File: src/rtl/pc_sequencer_pkg.sv
// Shared encodings for the PC sequencer: next-address select codes and FSM states.
package pc_sequencer_pkg;

  localparam logic [1:0] AD_SEQ    = 2'b00;
  localparam logic [1:0] AD_JUMP   = 2'b01;
  localparam logic [1:0] AD_BRANCH = 2'b10;
  localparam logic [1:0] AD_BREG   = 2'b11;

  typedef enum logic {
    S_FETCH = 1'b0,
    S_EXEC  = 1'b1
  } state_t;

endpackage

File: src/rtl/next_pc_calc.sv
// Combinational next-PC selection: sequential, jump, PC-relative branch, register target.
module next_pc_calc
  import pc_sequencer_pkg::*;
(
  input  logic [31:0] pc,
  input  logic [1:0]  addrdecision,
  input  logic [15:0] imm16,
  input  logic [25:0] target26,
  input  logic [31:0] rs_value,
  output logic [31:0] next_pc,
  output logic [31:0] p4,
  output logic        misalign_raw
);

  logic [31:0] br_off;

  assign p4           = pc + 32'd4;
  assign br_off       = {{14{imm16[15]}}, imm16, 2'b00};
  assign misalign_raw = (addrdecision == AD_BREG) && (rs_value[1:0] != 2'b00);

  always_comb begin
    next_pc = p4;
    case (addrdecision)
      AD_SEQ:    next_pc = p4;
      AD_JUMP:   next_pc = {p4[31:28], target26, 2'b00};
      AD_BRANCH: next_pc = p4 + br_off;
      AD_BREG:   next_pc = {rs_value[31:2], 2'b00};
      default:   next_pc = p4;
    endcase
  end

endmodule

File: src/rtl/pc_sequencer.sv
// Owns the PC, runs the fetch handshake, holds the in-flight instruction and link value.
module pc_sequencer
  import pc_sequencer_pkg::*;
#(
  parameter logic [31:0] RESET_PC = 32'h0000_0000
) (
  input  logic        clk,
  input  logic        reset,
  input  logic [1:0]  addrdecision,
  input  logic        whichtoreg,
  input  logic [15:0] imm16,
  input  logic [25:0] target26,
  input  logic [31:0] rs_value,
  input  logic        instr_done,
  output logic        imem_req,
  output logic [31:0] imem_addr,
  input  logic        imem_ack,
  input  logic [31:0] imem_rdata,
  output logic [31:0] instr,
  output logic        instr_valid,
  output logic [31:0] pc,
  output logic [31:0] link_data,
  output logic        link_we,
  output logic        misalign
);

  state_t      state, state_next;
  logic        fetch_ok, retire;
  logic [31:0] next_pc, p4;
  logic        misalign_raw;

  next_pc_calc u_npc (
    .pc           (pc),
    .addrdecision (addrdecision),
    .imm16        (imm16),
    .target26     (target26),
    .rs_value     (rs_value),
    .next_pc      (next_pc),
    .p4           (p4),
    .misalign_raw (misalign_raw)
  );

  assign imem_addr = pc;

  always_ff @(posedge clk or posedge reset) begin
    if (reset) state <= S_FETCH;
    else       state <= state_next;
  end

  always_comb begin
    state_next = state;
    imem_req   = 1'b0;
    fetch_ok   = 1'b0;
    retire     = 1'b0;
    case (state)
      S_FETCH: begin
        imem_req = 1'b1;
        fetch_ok = imem_ack;
        if (imem_ack) state_next = S_EXEC;
      end
      S_EXEC: begin
        retire = instr_done;
        if (instr_done) state_next = S_FETCH;
      end
      default: state_next = S_FETCH;
    endcase
  end

  // link_we and misalign are single-cycle pulses following the retire cycle
  always_ff @(posedge clk or posedge reset) begin
    if (reset) begin
      pc          <= RESET_PC;
      instr       <= 32'h0;
      instr_valid <= 1'b0;
      link_data   <= 32'h0;
      link_we     <= 1'b0;
      misalign    <= 1'b0;
    end else begin
      link_we  <= 1'b0;
      misalign <= 1'b0;
      if (fetch_ok) begin
        instr       <= imem_rdata;
        instr_valid <= 1'b1;
      end
      if (retire) begin
        pc          <= next_pc;
        instr_valid <= 1'b0;
        misalign    <= misalign_raw;
        if (!whichtoreg) begin
          link_data <= p4;
          link_we   <= 1'b1;
        end
      end
    end
  end

endmodule

File: config.mk
export PLATFORM = sky130hd
export DESIGN_NAME = pc_sequencer
export DESIGN_NICKNAME = d
export VERILOG_FILES = /design/src/rtl/pc_sequencer_pkg.sv /design/src/rtl/next_pc_calc.sv /design/src/rtl/pc_sequencer.sv
export SDC_FILE = /design/constraint.sdc
export NUM_CORES = 1
export LEC_CHECK = 0
export BUFFER_PORTS_ARGS = -buffer_cell sky130_fd_sc_hd__buf_2
export CORE_ASPECT_RATIO = 1.75
export CORE_MARGIN = 4
export CORE_UTILIZATION = 30
export CTS_CLUSTER_DIAMETER = 200
export DETAILED_ROUTE_END_ITERATION = 8
export HOLD_SLACK_MARGIN = 0.12
export PLACE_DENSITY = 0.53
export SLEW_MARGIN = 20
export SYNTH_ARGS = -nofsm -noshare
export SYNTH_HDL_FRONTEND = slang
export SYNTH_SLANG_ARGS = --single-unit
File: constraint.sdc
create_clock -name clk -period 3 [get_ports clk]
set_input_delay 0.75 -clock clk [delete_from_list [all_inputs] [get_ports clk]]
set_output_delay 0.75 -clock clk [all_outputs]
set_load 0.01 [all_outputs]
# Word-level counts from Yosys, hierarchy flattened
# Index checks and enable logic that the tools add are counted.
[word_totals] register_bits=100 output_inout_bits=132
[classes] n_addsub=2 n_eq_ne=3 mux=12 n_bitwise=2 reduce_logical=5
[ops] op="$pmux 32 s4" count=1
[ops] op="$add 32x3->32 const B" count=1
[ops] op="$add 32x32->32" count=1
[ops] op="$mux 1" count=10
[ops] op="$eq 2x2->1 const B" count=2
[ops] op="$reduce_bool 2->1" count=2
[ops] op="$eq 2x1->1 const B" count=1
[ops] op="$logic_not 2->1" count=1
[ops] op="$not 1->1" count=2
[ops] op="$pmux 1 s2" count=1
[ops] op="$reduce_and 2->1" count=1
[ops] op="$logic_and 1x1->1" count=1

# Logic depth before layout (Yosys ltp)
# Gate-level depths: netlist of the first run.
[depth] depth_word=3 ltp_mapped=16 depth_no_buf=14

# Modules after synthesis
# Synthesis of the first run repeated with hierarchy kept, for this count alone.
[unflattened] hier_cells=624 area_unflattened_um2=6976.7
[by_module_without_submodules] module="pc_sequencer" instances=1 cells_each=250 area_per_inst_um2=4078.9 seq_area_each_um2=2502.4
[by_module_without_submodules] module="next_pc_calc" instances=1 cells_each=374 area_per_inst_um2=2897.8 seq_area_each_um2=0.0

# Least setup slack after synthesis of the first run
# OpenSTA, ideal clock, no wires.
[synth_path] path_kind="reg2reg" startpoint="reg pc[18] (netlist: imem_addr[18])" endpoint="reg pc[29] (netlist: imem_addr[29])" t_arrival_ns=3.248 required_time_ns=2.869 slack_ns=-0.380 stages_incl_launch_ff=15 path_buffers=1 cell_sequence="dfrtp_1 -> nand3_1 -> nor3_2 -> and2_1 -> nand3_1 -> xnor2_1 -> ha_1 -> buf_2 -> a21o_1 -> a21o_1 -> a21o_1 -> a2111o_1 -> a31oi_1 -> o311a_1 -> nand3_1"
[synth_via] elab_chain_len=3
[synth_lines] item="from (decl)" line="pc_sequencer.sv:21" text="output logic [31:0] pc,"
[synth_lines] item="from (signal assigned)" line="pc_sequencer.sv:86" text="pc <= next_pc;"
[synth_lines] item="$add 32x3->32" line="next_pc_calc.sv:17" text="assign p4 = pc + 32'd4;"
[synth_lines] item="net p4[22]" line="pc_sequencer.sv:29" text="logic [31:0] next_pc, p4;"
[synth_lines] item="$add 32x32->32" line="next_pc_calc.sv:26" text="AD_BRANCH: next_pc = p4 + br_off;"
[synth_lines] item="$pmux 32 s4" line="next_pc_calc.sv:23" text="case (addrdecision)"
# The timed path passes the listed nets, and every way through them passes these cells.
# A chain may end at the register's enable or synchronous reset.

# Final worst setup path of the first run
[layout_path] startpoint="reg pc[3] (netlist: imem_addr[3])" endpoint="reg pc[29] (netlist: imem_addr[29])"
# The elaborated chain is that of the path after synthesis.

==> impl_metrics.toml, run 1 <==
[outcome]
status = "complete, but fails checks"
failed_checks = "setup timing"

[place]
place_inst = 1427
gp_congestion = 0.928
placed_area_um2 = 9540
dp_hpwl_um = 23100
io_buffer_count = 238

[synthesis]
synth.distinct_cells = 72
synth_top_family_by_area = "simple AND/OR/NAND/NOR gates"
synth_xor_area_frac = 0.0561
yosysSeqAreaShare = 0.342
syn_area_um2 = 7020
synth_compound_area_frac = 0.178
synthAdderAreaFrac = 0.0634
synth.area.top_cells = "dfrtp_1, ha_1, nand2_1"
netlist.area_leader.share = 0.342
yosys.area_share.simple = 0.187
yosys.area.top_type = "dfrtp_1"
syn_inst = 790
synth_area_per_cell_um2 = 8.89
synth_seq_cells = 96
async_reset_ff_frac = 1.00
synth_edf_count = 0
muxShareOfSynthArea = 0.0987
synth-main-ff-cell = "dfrtp_1"
yosys_warnings = 0

[sta]
fin_ws_ns = -0.125
skew_ns = 0.00822
layout_worst_path_cycle_share = 1.04
tightest_slew_ns = 0.896
whs_ns = 0.474
hold_viol_final = 0
setup_violations = 9
period_needed_ns = 3.12
max_slew_margin = 0.400
slew_violations = 0
rsz0062_at_grt = "true"
max_freq_mhz = 320
setup_tns_ns = -0.512

[layout]
register_area_um2 = 2420
fin_cells = 1479
fill_cells = 2188
layout_commonest_cell = "buf_2"
final_area_um2 = 11100
n_antenna_cell = 0
most-common-layout-cells = "buf_2, buf_4, nand2_1"
layout-drive-gt1-share = 0.561
nets = 1322
multi_input_area_um2 = 5110
syn_to_final_growth_pct = 58.3

[clocking]
cts_tree = "done"
clk_pin_slew_ns = 0.08
cts_sinks = 96
insertion_delay_ns = 0.36
htreeDepth = 3
clockBufferDepth = 2
clock-root-buffer = "clkbuf_16"
cts_buffers = 9
hold_buffers = 0

[detailed_routing]
ant_nets = 0
remaining_drc_errors = 0
vias_per_cell = 5.06
wl_per_cell_um = 19.8
firstDrtPassIters = 5
first_iter_violations = 374
num_vias = 7490
drt_wl_total_um = 29400

[critical_path]
crit_path_cell_trace = "ha_4, and3_4, buf_6, nand2_4, xnor2_4, ha_4, nand4_1, buf_4, buf_4, nor2_4, a221o_2, a31oi_1, buf_4, or4_1, nand3_1"
arrival_ns = 3.43
reg2reg_from = "imem_addr[3]"
slowest_delay_ns = 0.49
end_kind = "register"
start_kind = "register"
cpMostUsedCell = "buf_4"
worstPathRequired_ns = 3.30
regToRegEndpoint = "imem_addr[29]"
crit_start = "imem_addr[3]"
path_class = "register to register"
critical-path-slowest-cell = "or4_1"
critPathTopFamily = "simple AND/OR/NAND/NOR gates"
r2r_cells = 15
crit_buf_inv = 4
path_max_fanout = 4
rrSetupSlack_ns = -0.12

[global_route]
overflow = 0
grt_first_pass_wirelength_um = 43100
antenna_found_initial = 0
grt_max_degree = 97
grt_usage = 0.220
grt_pass1_vias = 7681

[power]
ir_drop_mv = 0.348
power_density_nw_per_um2 = 909
p_total_uw = 10100
cellLeakagePower_uw = 0.00524

[floorplan]
rows = 73
dieWidth_um = 124
start_util = 0.306
die_height_um = 210
die_area_um2 = 26000
ios = 245
core-area_um2 = 22900

[min_path]
hold-path-endpoint = "link_data[6]"
hold_class = "register to register"
hold_path_depth = 2
hp-start = "link_data[6]"

[job]
cap_viol_max_count = 0
## repair_timing
| item | CTS | global route |
|---|---|---|
| endpoints found under the hold margin | 0 | 0 |
| pin swaps | 66 | 68 |
| cloned | 0 | 0 |
| setup endpoints to repair | 19 | 22 |
| resized for setup | 85 | 100 |
| setup buffers | 18 | 20 |
## kinds of logic (layout without fill, tap and decap cells)
logic type / after synthesis / in the layout
fa+ha+maj: 35 / 35
simple gates: 272 / 272
compound gates: 189 / 189
other cells: 1 / 6
flops: 96 / 96
xor+xnor: 45 / 45
mux: 53 / 53
buf+inv: 99 / 483
## sequential cells by signal, indices dropped and copies added, names as in the netlist
register,cells
imem_addr,30
instr,32
instr_valid,1
link_data,30
link_we,1
misalign,1
state,1
## cells in the mapped netlist (13+ instances only)
library cell	instances
xnor2_1	25
ha_1	34
nand4_1	13
nor2_1	63
buf_4	38
clkbuf_1	29
a21o_1	22
inv_1	21
a21oi_1	49
nand2_1	110
mux2_2	34
o21ai_0	27
xor2_1	20
dfrtp_1	96
nand3_1	21
## area by class of cell
cell class,count,area share
Sequential cell,96,0.217
Tap cell,300,0.0338
Clock buffer,9,0.0203
Clock inverter,7,0.00732
Inverter,22,0.00777
Multi-Input combinational cell,600,0.460
Timing Repair Buffer,445,0.253
## power by group
part | leakage, µW | switching (µW) | total [µW] | internal (µW)
logic | 0.00396 | 3430 | 6810 | 3380
registers | 0.00112 | 347 | 2090 | 1740
clock network | 0.000150 | 608 | 1210 | 597
total | 0.00524 | 4380 | 10100 | 5720
## layer usage
metal  vias to the layer above  part of all wire  GRT usage
met1                      3560              0.36      0.235
met4                         0             0.054      0.132
met5                         -                 0          0
met3                        81             0.054     0.0311
li1                       3567                 -          -
met2                       282              0.54      0.400
## worst register-to-register path, delay by kind of cell (launching register included)
family	cells	cell delay, ns
DFF	1	0.41
xor gates and xnor gates	1	0.13
and+or+nand+nor	6	1.14
adders and majority gates	2	0.48
AOI/OAI and AO/OA	2	0.32
buffers and inverters	4	0.61
## per-stage QoR
step,util,setup slack [ns]
after floorplan,-,-0.307
after global placement,0.416,-0.345
after detailed placement,0.416,-0.326
after CTS,0.454,-0.0716
after global routing,0.485,-0.281
final,0.485,-0.125
## worst max-delay path by stage
stage               cells after the start            end  slack (ns)
finish                                 15  imem_addr[29]       -0.12
global placement                       13  imem_addr[13]       -0.35
CTS                                    14  imem_addr[29]       -0.07
detailed placement                     13  imem_addr[13]       -0.33
floorplan                              15  imem_addr[29]       -0.31
global route                           14  imem_addr[29]       -0.28
Power figures use the tool's default switching activity.
==> run 2: changes to the inputs <==
--- a/config.mk
+++ b/config.mk
@@ -7,13 +7,13 @@
 export LEC_CHECK = 0
 export BUFFER_PORTS_ARGS = -buffer_cell sky130_fd_sc_hd__buf_2
 export CORE_ASPECT_RATIO = 1.75
-export CORE_MARGIN = 4
+export CORE_MARGIN = 3
 export CORE_UTILIZATION = 30
 export CTS_CLUSTER_DIAMETER = 200
 export DETAILED_ROUTE_END_ITERATION = 8
 export HOLD_SLACK_MARGIN = 0.12
-export PLACE_DENSITY = 0.53
 export SLEW_MARGIN = 20
 export SYNTH_ARGS = -nofsm -noshare
 export SYNTH_HDL_FRONTEND = slang
+export SYNTH_HIERARCHICAL = 1
 export SYNTH_SLANG_ARGS = --single-unit
==> run 2 against run 1 <==
  * The flow still finishes with violations (setup timing)
  * Clock skew shrank 0.0010 ns
  * Area after synthesis shrank 0.64%
  * Design area shrank 7.1%
  * Synthesized cell count shrank 21%
  * Clock power is essentially flat
  * Global-route usage shrank 4.1 points
  * Fmax shrank 21%
  * Combinational power grew 7.5%
  * Worst setup slack lost 0.85 ns
  * Critical path type unchanged
  * Largest cell class unchanged
==> impl_metrics.toml, run 2 <==
[synthesis]
yosys_warnings = 6
synth_nets = 772
syn_inst = 624
synth.distinct_cells = 57
yosys.area.top_type = "dfrtp_1"
synth_area_per_cell_um2 = 11.2
netlist.area_leader.share = 0.359
async_reset_ff_frac = 1.00
post-synth-top-count-cell = "dfrtp_1"
synth.area.top_cells = "dfrtp_1, mux2_2, mux4_2"
syn_area_um2 = 6980
synth-main-ff-cell = "dfrtp_1"
ys_top_cells_by_count = "dfrtp_1, mux2_2, buf_4, ha_1, xnor2_1"
yosysSeqAreaShare = 0.359
synth_seq_cells = 100
synth_edf_count = 0

[global_route]
grt_usage = 0.180
antenna_found_initial = 1
grt_pass1_vias = 6549
grt_max_degree = 101
overflow = 0
grt_first_pass_wirelength_um = 35200

[layout]
fill_cells = 2219
layout_commonest_cell = "buf_2"
nets = 1138
final_area_um2 = 10300
layout-drive-gt1-share = 0.646
utilization = 0.452
syn_to_final_growth_pct = 48.0
most-common-layout-cells = "buf_2, buf_4, dfrtp_1"

[critical_path]
regToRegEndpoint = "imem_addr[27]"
reg2reg_from = "imem_addr[6]"
path_class = "register to register"
worstPathRequired_ns = 3.25
path_max_fanout = 4
arrival_ns = 4.23
end_kind = "register"
rrSetupSlack_ns = -0.98
r2r_cells = 17
start_kind = "register"

[clocking]
clk_pin_slew_ns = 0.08
hold_buffers = 0
cts_buffers = 9
insertion_delay_ns = 0.36
clock-root-buffer = "clkbuf_16"
cts_tree = "done"
clockBufferDepth = 2
htreeDepth = 3
cts_sinks = 100

[power]
ir_drop_mv = 0.369
p_total_uw = 10800
power_density_nw_per_um2 = 1040
cellLeakagePower_uw = 0.00498

[sta]
setup_violations = 24
hold_viol_final = 0
slew_violations = 0
layout_worst_path_cycle_share = 1.33
max_freq_mhz = 251
skew_ns = 0.00719
period_needed_ns = 3.98
max_slew_margin = 0.586
tightest_slew_ns = 0.621
rsz0062_at_grt = "true"
fin_ws_ns = -0.977

[detailed_routing]
vias_per_cell = 4.83
first_iter_violations = 227
remaining_drc_errors = 0
num_vias = 6263
firstDrtPassIters = 4
ant_nets = 0
drt_wl_total_um = 23200
wl_per_cell_um = 17.9

[place]
dp_slack_ns = -0.975
gp_congestion = 0.856
io_buffer_count = 244
dp_hpwl_um = 17800
placed_area_um2 = 9470

[floorplan]
ios = 245
dieWidth_um = 121
die_area_um2 = 25200
start_util = 0.306
die_height_um = 208
core-area_um2 = 22800
rows = 73

[job]
cap_viol_max_count = 0

[min_path]
hp-start = "link_data[14]"
hold-path-endpoint = "link_data[14]"
hold_class = "register to register"
hold_path_depth = 1

[outcome]
failed_checks = "setup timing"
status = "complete, but fails checks"
[run 2: cell count changes after synthesis, moves of 8 or more]
cell | before | now
a21o_1 | 22 | 12
a21oi_1 | 49 | 32
and2_1 | 11 | 2
clkbuf_1 | 29 | 10
mux2_2 | 34 | 86
mux2_4 | 1 | 10
mux4_2 | 9 | 24
nand2_1 | 110 | 27
nand4_1 | 13 | 4
nor2_1 | 63 | 31
o21ai_0 | 27 | 16
xnor2_1 | 25 | 33
[run 2: kinds of logic (layout without fill, tap and decap cells)]
family | count (synthesis) | in the layout | share of synthesized area
fa+ha+maj | 35 | 35 | 0.0638
flops | 100 | 100 | 0.359
other cells | 0 | 1 | 0
mux | 125 | 125 | 0.245
xor+xnor | 48 | 48 | 0.0603
simple gates | 139 | 139 | 0.103
compound gates | 100 | 100 | 0.0954
buf+inv | 77 | 448 | 0.0742
[run 2: routing by layer]
layer / vias up / wire length, µm / track usage
met5: - / 0 / 0
met1: 3088 / 8680 / 0.194
li1: 2977 / - / -
met3: 29 / 725 / 0.0213
met4: 0 / 522 / 0.0642
met2: 169 / 13300 / 0.350
[run 2: what timing repair did]
item	CTS	global route
gates resized for setup	39	42
setup buffers	9	7
endpoints found under the setup margin	23	25
pin swaps	34	34
[run 2: where the power goes]
part / switching, µW / internal, µW / total [µW]
registers: 320 / 1890 / 2210
logic: 3480 / 3840 / 7320
clock network: 637 / 602 / 1240
[run 2: per-stage QoR]
step | setup TNS [ns] | std cells | hold slack, ns
floorplan | -6.86 | 624 | 0.546
global placement | -13.15 | 1265 | 0.484
detailed placement | -13.79 | 1265 | 0.488
CTS | -13.24 | 1290 | 0.508
global route | -16.80 | 1296 | 0.515
finish | -13.76 | 1296 | 0.503
[run 2: worst max-delay path by stage]
stage | end | depth (start not counted) | startpoint | slack (ns)
detailed placement | imem_addr[26] | 16 | imem_addr[6] | -0.98
floorplan | imem_addr[26] | 16 | imem_addr[7] | -0.86
CTS | imem_addr[26] | 16 | imem_addr[6] | -0.97
finish | imem_addr[27] | 17 | imem_addr[6] | -0.98
global placement | imem_addr[26] | 16 | imem_addr[5] | -0.92
global route | imem_addr[26] | 16 | imem_addr[6] | -1.13
[run 2: area by class of cell]
type / count / area, µm² / area share
multi-input cells: 447 / 4490 / 0.435
repair buffers: 414 / 2560 / 0.248
flip-flops and latches: 100 / 2510 / 0.243
well taps: 300 / 375 / 0.0364
clock buffers: 9 / 225 / 0.0218
clock inverters: 7 / 88.8 / 0.00860
inverters: 18 / 71.3 / 0.00691
diodes: 1 / 2.50 / 0.000242
[run 2: critical path: stages (launching register included)]
cell and delay, ns:
dfrtp_2 0.38, and4_4 0.23, and4_4 0.22, nor2b_4 0.21, buf_4 0.15, buf_6 0.08, nand2_1 0.08, buf_4 0.17
xnor2_2 0.14, ha_1 0.32, nand3_2 0.10, or4_1 0.53, a21o_1 0.18, nand3_2 0.09, a21oi_1 0.10, xnor2_1 0.14
mux4_2 0.47, mux2_2 0.27
==> run 3: changes to the inputs <==
==> constraint.sdc (replaced) <==
create_clock -name clk -period 4.45 [get_ports clk]
set_input_delay 1.1125 -clock clk [delete_from_list [all_inputs] [get_ports clk]]
set_output_delay 1.1125 -clock clk [all_outputs]
set_load 0.01 [all_outputs]
==> run 3 against run 2 <==
  * The run now ends clean
  * Worst setup slack improved by 1.3 ns
  * Critical endpoint unchanged
  * Largest power group unchanged
  * Worst hold slack about the same
  * Highest routed layer is now met5
  * Fmax decreased by 4.6%
  * Critical path type unchanged
  * First-iteration DRC count decreased by 3.1%
  * Sequential share of layout area increased by 4.2 points
  * Design area decreased by 15%
  * Total power decreased by 45%
  * Die area unchanged
  * Utilization decreased by 6.8 points
==> impl_metrics.toml, run 3 (synthesized netlist as in run 2, its figures left out) <==
[layout]
nets = 1007
layout_commonest_cell = "buf_2"
final_area_um2 = 8770
layout-drive-gt1-share = 0.501
syn_to_final_growth_pct = 25.6
fill_cells = 2343
most-common-layout-cells = "buf_2, dfrtp_1, mux2_2"

[clocking]
insertion_delay_ns = 0.37
cts_sinks = 100
clock-root-buffer = "clkbuf_16"
clockBufferDepth = 2
post_cts.repair.setup_buffers = 0
clk_pin_slew_ns = 0.08
htreeDepth = 3
cts_tree = "done"
cts_buffers = 9

[global_route]
grt_usage = 0.166
grt_pass1_vias = 5760
grt_max_degree = 78
grt_first_pass_wirelength_um = 32400
antenna_found_initial = 5
overflow = 0

[sta]
max_freq_mhz = 240
fin_ws_ns = 0.281
max_slew_margin = 0.332
hold_viol_final = 0
setup_tns_ns = 0
tightest_slew_ns = 1.00
layout_worst_path_cycle_share = 0.937
setup_violations = 0
rsz0062_at_grt = "false"
period_needed_ns = 4.17
slew_violations = 0
skew_ns = 0.00948

[detailed_routing]
num_vias = 5729
vias_per_cell = 4.91
firstDrtPassIters = 5
drt_wl_total_um = 21100
wl_per_cell_um = 18.1
first_iter_violations = 220
ant_nets = 0
remaining_drc_errors = 0

[power]
ir_drop_mv = 0.275
power.share.clock = 0.138
p_switching_uw = 2560
intPower_uw = 3390
power_frac_comb = 0.601
power_density_nw_per_um2 = 679
switching_share = 0.431
cellLeakagePower_uw = 0.00417
power_frac_seq = 0.262

[critical_path]
crit_buf_inv = 0
critPathTopFamily = "simple AND/OR/NAND/NOR gates"
arrival_ns = 4.41
critical-path-slowest-cell = "or4_1"
crit_path_cell_trace = "and3_1, and3_1, and3_1, nand2_1, nor2_1, xor2_1, ha_1, nand3_1, or4_1, a21o_1, nand3_1, a21oi_1, xnor2_1, mux4_2, mux2_2"
rrSetupSlack_ns = 0.28
path_max_fanout = 5
slowest_delay_ns = 0.53
end_kind = "register"
start_kind = "register"
worstPathRequired_ns = 4.70
cpMostUsedCell = "and3_1"
path_class = "register to register"

[floorplan]
rows = 73
core-area_um2 = 22800
die_height_um = 208
dieWidth_um = 121
start_util = 0.306
die_area_um2 = 25200
ios = 245

[place]
placed_area_um2 = 8420
io_buffer_count = 244
dp_slack_ns = 0.148
dp_hpwl_um = 16900
gp_congestion = 0.858

[min_path]
hold_class = "register to register"

[job]
cap_viol_max_count = 0

[outcome]
status = "finished clean"
[run 3: per-stage QoR]
| stage | hold slack (ns) | util | cells | power (µW) |
|---|---|---|---|---|
| 6_report | 0.503 | 0.384 | 1167 | 5950 |
| 5_1_grt | 0.512 | 0.384 | 1165 | 6420 |
| 4_1_cts | 0.506 | 0.383 | 1164 | 6030 |
| 3_5_place_dp | 0.488 | 0.369 | 1148 | 5180 |
| 3_3_place_gp | 0.482 | 0.369 | 1148 | 5140 |
| 2_1_floorplan | 0.546 | - | 624 | 3980 |
[run 3: cell type report]
cell class                      instances  area, µm²  share of cell area
Antenna cell                            3       7.51            0.000856
Timing Repair Buffer                  283       1510               0.173
Sequential cell                       100       2500               0.285
Multi-Input combinational cell        447       3980               0.454
Inverter                               18       70.1             0.00799
Clock inverter                          7       93.8              0.0107
Tap cell                              300        375              0.0428
Clock buffer                            9        225              0.0257
[run 3: worst paths after layout]
| check | startpoint | endpoint | cells after the start |
|---|---|---|---|
| worst max-delay path | imem_addr[14] | imem_addr[27] | 15 |
| worst min-delay path | instr[6] | instr[6] | 1 |
| worst max register to register | imem_addr[14] | imem_addr[27] | 15 |
| worst min register to register | instr[6] | instr[6] | 1 |
| max in group asynchronous | reset | imem_addr[24] | 3 |
| min in group asynchronous | reset | instr[27] | 2 |
[run 3: what timing repair did]
item,in CTS,in global routing
gates resized for setup,0,5
endpoints found under the setup margin,0,3
hold buffers,0,0
[run 3: power groups by stage]
stage	clock network [µW]	logic [µW]	registers (µW)
floorplan	0	2250	1740
global placement	0	3570	1570
detailed placement	0	3600	1580
CTS	852	3620	1570
global route	886	3920	1620
finish	820	3580	1560
[run 3: worst register-to-register path, delay by kind of cell, from the launching register on]
kind	cells	cell delay [ns]
AOI/OAI and AO/OA	2	0.28
xor gates and xnor gates	2	0.45
adders and majority gates	1	0.19
DFF	1	0.43
muxes	2	0.73
and+or+nand+nor	8	1.98
[run 3: per-layer routing]
layer	vias to the layer above	track usage	routed length, µm
li1	2725	-	-
met1	2821	0.178	7850
met2	157	0.322	11800
met3	22	0.0305	1010
met4	4	0.0530	396
met5	-	0	34
